$ cat src/rtl/seven_seg_scan_ctrl.sv
`default_nettype none
// ============================================================================
//  Module   : seven_seg_scan_ctrl
//  Function : 4-digit 7-segment scan controller with frame-aligned,
//             tear-free BCD value update. Optional leading-zero blanking
//             is enabled by defining SEVEN_SEG_LEADING_ZERO_BLANK_EN.
//  Revision : 1.0
// ============================================================================
module seven_seg_scan_ctrl #(
    parameter int DIV_CYCLES = 50000,
    parameter int CNT_W      = 16
) (
    input  logic        clk,
    input  logic        reset,
    input  logic [15:0] value_in,
    input  logic        value_we,
    input  logic        enable,
    output logic [3:0]  an,
    output logic [6:0]  seg,
    output logic        frame_done,
    output logic        pending
);

    localparam logic [CNT_W-1:0] CNT_MAX = CNT_W'(DIV_CYCLES - 1);
    localparam logic [6:0]       SEG_OFF = 7'h7F;
    localparam logic [3:0]       AN_OFF  = 4'b1111;

    logic [CNT_W-1:0] cnt_q,  cnt_d;
    logic [1:0]       idx_q,  idx_d;
    logic [15:0]      disp_q, disp_d;
    logic [15:0]      pval_q, pval_d;
    logic             pend_q, pend_d;
    logic [3:0]       an_q,   an_d;
    logic [6:0]       seg_q,  seg_d;
    logic             fd_q;

    logic             tick;
    logic             boundary;
    logic [3:0]       nibble;
    logic             blank;

    assign tick     = enable && (cnt_q == CNT_MAX);
    assign boundary = tick && (idx_q == 2'd3);
    assign nibble   = disp_q[{idx_q, 2'b00} +: 4];

    function automatic logic [6:0] decode(input logic [3:0] d);
        logic [6:0] s;
        case (d)
            4'd0:    s = 7'h40;
            4'd1:    s = 7'h79;
            4'd2:    s = 7'h24;
            4'd3:    s = 7'h30;
            4'd4:    s = 7'h19;
            4'd5:    s = 7'h12;
            4'd6:    s = 7'h02;
            4'd7:    s = 7'h78;
            4'd8:    s = 7'h00;
            4'd9:    s = 7'h10;
            default: s = 7'h3F;
        endcase
        return s;
    endfunction

    always_comb begin
        cnt_d = cnt_q;
        idx_d = idx_q;
        if (enable) begin
            if (tick) begin
                cnt_d = '0;
                idx_d = idx_q + 2'd1;
            end else begin
                cnt_d = cnt_q + CNT_W'(1);
            end
        end
    end

    // A write coinciding with the frame boundary bypasses the pending slot so
    // the newest value is never held back a whole frame.
    always_comb begin
        disp_d = disp_q;
        pval_d = pval_q;
        pend_d = pend_q;
        if (boundary && value_we) begin
            disp_d = value_in;
            pend_d = 1'b0;
        end else if (value_we) begin
            pval_d = value_in;
            pend_d = 1'b1;
        end else if (boundary && pend_q) begin
            disp_d = pval_q;
            pend_d = 1'b0;
        end
    end

`ifdef SEVEN_SEG_LEADING_ZERO_BLANK_EN
    logic [3:1] zero;
    assign zero[1] = (disp_q[7:4]   == 4'd0);
    assign zero[2] = (disp_q[11:8]  == 4'd0);
    assign zero[3] = (disp_q[15:12] == 4'd0);

    // Digit 0 is never blanked so an all-zero value still shows a single 0.
    always_comb begin
        blank = 1'b0;
        case (idx_q)
            2'd3:    blank = zero[3];
            2'd2:    blank = zero[3] && zero[2];
            2'd1:    blank = zero[3] && zero[2] && zero[1];
            default: blank = 1'b0;
        endcase
    end
`else
    assign blank = 1'b0;
`endif

    always_comb begin
        an_d  = AN_OFF;
        seg_d = SEG_OFF;
        if (enable) begin
            an_d  = ~(4'b0001 << idx_q);
            seg_d = blank ? SEG_OFF : decode(nibble);
        end
    end

    always_ff @(posedge clk) begin
        if (reset) begin
            cnt_q  <= '0;
            idx_q  <= 2'd0;
            disp_q <= 16'h0000;
            pval_q <= 16'h0000;
            pend_q <= 1'b0;
            an_q   <= AN_OFF;
            seg_q  <= SEG_OFF;
            fd_q   <= 1'b0;
        end else begin
            cnt_q  <= cnt_d;
            idx_q  <= idx_d;
            disp_q <= disp_d;
            pval_q <= pval_d;
            pend_q <= pend_d;
            an_q   <= an_d;
            seg_q  <= seg_d;
            fd_q   <= boundary;
        end
    end

    assign an         = an_q;
    assign seg        = seg_q;
    assign frame_done = fd_q;
    assign pending    = pend_q;

endmodule
`default_nettype wire

$ cat config.mk
export PLATFORM = sky130hd
export DESIGN_NAME = seven_seg_scan_ctrl
export DESIGN_NICKNAME = d
export VERILOG_FILES = /design/src/rtl/seven_seg_scan_ctrl.sv
export SDC_FILE = /design/constraint.sdc
export NUM_CORES = 1
export LEC_CHECK = 0
export ABC_AREA = 1
export CAP_MARGIN = 20
export CELL_PAD_IN_SITES_DETAIL_PLACEMENT = 1
export CELL_PAD_IN_SITES_GLOBAL_PLACEMENT = 2
export CORE_MARGIN = 1.5
export CORE_UTILIZATION = 32
export CTS_CLUSTER_DIAMETER = 200
export DETAILED_ROUTE_END_ITERATION = 8
export PLACE_DENSITY = 0.85
export SLEW_MARGIN = 15
export SYNTH_ARGS = -nofsm -noshare
export SYNTH_HDL_FRONTEND = slang
export SYNTH_SLANG_ARGS = --single-unit
$ cat constraint.sdc
create_clock -name clk -period 2.2 [get_ports clk]
set_input_delay 0.33 -clock clk [delete_from_list [all_inputs] [get_ports clk]]
set_output_delay 0.33 -clock clk [all_outputs]
set_load 0.02 [all_outputs]
==> results.sh <==
export IMPL_outcome="finished, final reports clean"
export IMPL_setup_viol=0
export IMPL_finalCriticalPeriod_ns=2.083
export IMPL_cts_buffers=9
export IMPL_path_max_fanout=8
export IMPL_tns_ns=0
export IMPL_port_buffers=32
export IMPL_hpwl_um=5619
export IMPL_synth_net_count=470
export IMPL_synthCells=440
export IMPL_tritoncts="built"
export IMPL_fp_dieH_um=101.7
export IMPL_ant_nets=0
export IMPL_switching_share=0.2388
export IMPL_rsz0062_at_grt="no"
export IMPL_drive_gt1_frac=0.1373
export IMPL_multiInputGateArea_mm2=0.001495
export IMPL_hold_buffers=0
export IMPL_power_share_clock=0.420
export IMPL_overflow=0
export IMPL_end_kind="flop"
export IMPL_hold_viol=0
export IMPL_postSynth_asyncResetShare=0
export IMPL_syn_area_mm2=0.003117
export IMPL_yosys_warnings=0
export IMPL_fill_cells=1182
export IMPL_ir_drop_v=0.0002880
export IMPL_areaGrowthSynthToFinish_pct=21.64
export IMPL_ys_seq_elements=63
export IMPL_cts_root_buf="clkbuf_8"
export IMPL_p_total_w=0.002378
export IMPL_drt_first_pass_iters=4
export IMPL_final_common_cell="nand2_1"
export IMPL_drv_slew=0
export IMPL_path_common_cell="o21ai_0"
export IMPL_slowest_stage="dfxtp_1"
export IMPL_synth_edf_count=0
export IMPL_ios=33
export IMPL_maxCapViolations=0
export IMPL_power_frac_comb=0.082
export IMPL_start_util=0.3341
export IMPL_core_region_area_mm2=0.009328
export IMPL_synth_main_ff_cell="dfxtp_1"
export IMPL_cp_cell_sequence="inv_2 -> a21oi_1 -> o21ai_0 -> nand2_1 -> inv_1 -> ha_1 -> or2_2 -> o21ai_0 -> o21ai_0"
export IMPL_worst_slack_ns=0.1173
export IMPL_dieArea_mm2=0.01034
export IMPL_gp_congestion=0.8866
export IMPL_grt_pass1_vias=2813
export IMPL_whs_ns=0.4545
export IMPL_grt_max_degree=35
export IMPL_intPower_w=0.001810
export IMPL_slew_headroom=0.7162
export IMPL_viasPerCell=4.538
export IMPL_netlist_area_leader_share=0.4047
export IMPL_critPathLaunchType="flop"
export IMPL_critPathMaxStageDelay_ns=0.44
export IMPL_worstPathRequired_ns=2.40
export IMPL_finalWirelength_um=7755
export IMPL_insertedDiodeCount=0
export IMPL_critPathArrivalTime_ns=2.29
export IMPL_power_frac_seq=0.498
export IMPL_antenna_found_initial=0
export IMPL_finalCritPeriodShare=0.9467
export IMPL_rows=35
export IMPL_post_place_ws_ns=0.1108
export IMPL_grt_pass1_wl_um=13050
export IMPL_register_area_mm2=0.001262
export IMPL_timing_fmax_mhz=480.2
export IMPL_min_path_type="flop to flop"
export IMPL_synth_seq_area_share=0.4047
export IMPL_track_usage=0.1644
export IMPL_cts_sinks=63
export IMPL_p_per_area_mw_per_mm2=627.1
export IMPL_drtIter0Drc=77
export IMPL_synth_distinct_cells=35
export IMPL_yosys_area_top_type="dfxtp_1"
export IMPL_nNetsFinal=513
export IMPL_num_vias=2800
export IMPL_htreeDepth=3
export IMPL_clock_latency_ns=0.33
export IMPL_syn_avg_cell_area_um2=7.083
export IMPL_fin_skew_ns=0.007432
export IMPL_clkSlewWorstSetupHoldPaths_ns=0.07
export IMPL_final_cell_mix="123 x nand2_1, 63 x inv_1, 62 x dfxtp_1"
export IMPL_worst_slew_pin_slew_ns=0.4251
export IMPL_clock_path_buffers=2
export IMPL_post_route_util=0.4064
export IMPL_drc=0
export IMPL_worstSetupPathType="flop to flop"
export IMPL_netlist_top_cells_area="dfxtp_1 40%, nand2_1 15%, inv_1 7.6%, o21ai_0 5.1%, nor2_1 5.1%"
export IMPL_routedWlPerCell_um=12.57
export IMPL_die_x_um=101.7
export IMPL_power_switching_w=0.0005678
export IMPL_p_leak_nw=1.729
==> power groups by stage <==
| stage | clock network (W) | registers, W | logic (W) |
|---|---|---|---|
| after global routing | 0.00109 | 0.00119 | 0.000223 |
| after CTS | 0.00103 | 0.00119 | 0.000199 |
| after detailed placement | 0 | 0.00121 | 0.000198 |
| after global placement | 0 | 0.00121 | 0.000194 |
| after floorplan | 0 | 0.00122 | 0.000100 |
| final | 0.000998 | 0.00118 | 0.000195 |
==> cells by family (layout without fill, tap and decap cells) <==
group,count (synthesis),count (layout),synth area share
fa+ha+maj,10,10,0.04014
flops,63,63,0.4047
xor+xnor,2,2,0.005621
simple gates,206,206,0.2939
compound gates,76,76,0.1401
buf+inv,83,131,0.1156
==> routing by layer <==
layer,wire (um),global-route usage,vias up,part of all wire
li1,-,-,1451,-
met1,3781,0.2019,1302,0.49
met2,3673,0.2836,38,0.47
met3,219,0.04141,9,0.028
met4,81,0.04808,0,0.010
met5,0,0,-,0
==> critical path, delay by kind of cell, from the launching register on <==
kind                     cells  cell delay [ns]
adder cells (fa/ha/maj)      1             0.20
AND/OR/NAND/NOR              2             0.52
AO/OA/AOI/OAI                4             0.58
buffers and inverters        2             0.22
flip-flops                   1             0.44
==> path summary, 6_finish.rpt <==
path,startpoint,endpoint,slack [ns],depth (start not counted)
worst max-delay path,idx_q[1],seg[6],0.12,9
worst min-delay path,pval_q[15],pval_q[15],0.45,2
worst max register to register,idx_q[1],seg[6],0.12,9
worst min register to register,pval_q[15],pval_q[15],0.45,2
==> through the flow <==
| step | instances | cell area [um^2] |
|---|---|---|
| global route | 617 | 3791 |
| CTS | 615 | 3775 |
| detailed placement | 599 | 3585 |
| floorplan | 440 | 3117 |
| finish | 617 | 3791 |
| global placement | 599 | 3585 |
==> Yosys cell counts, types with 4 or more instances <==
| master | number |
|---|---|
| inv_1 | 63 |
| o21ai_0 | 32 |
| nor2_1 | 42 |
| nand2_2 | 6 |
| nand2_1 | 123 |
| ha_1 | 10 |
| a21oi_2 | 10 |
| nor2_2 | 6 |
| nor3_1 | 6 |
| inv_2 | 9 |
| nand3_2 | 4 |
| buf_6 | 4 |
| dfxtp_1 | 63 |
| nand3_1 | 10 |
| a21oi_1 | 26 |
==> cell type report <==
class	instances	share of cell area
clock buffers	12	0.03828
clock inverters	4	0.01188
inverters	73	0.07228
multi-input cells	294	0.3944
flip-flops and latches	63	0.3330
well taps	129	0.04257
repair buffers	42	0.1076
==> registers in the layout (all words and copies together), names as in the netlist <==
name        count
disp_q         16
idx_q           2
an              4
frame_done      1
pval_q         16
cnt_q          16
seg             7
pending         1
==> timing repair <==
item / CTS / global route
buffers inserted: 0 / 2
endpoints found under the setup margin: 0 / 4
gates resized for setup: 0 / 1
Power figures use the tool's default switching activity.
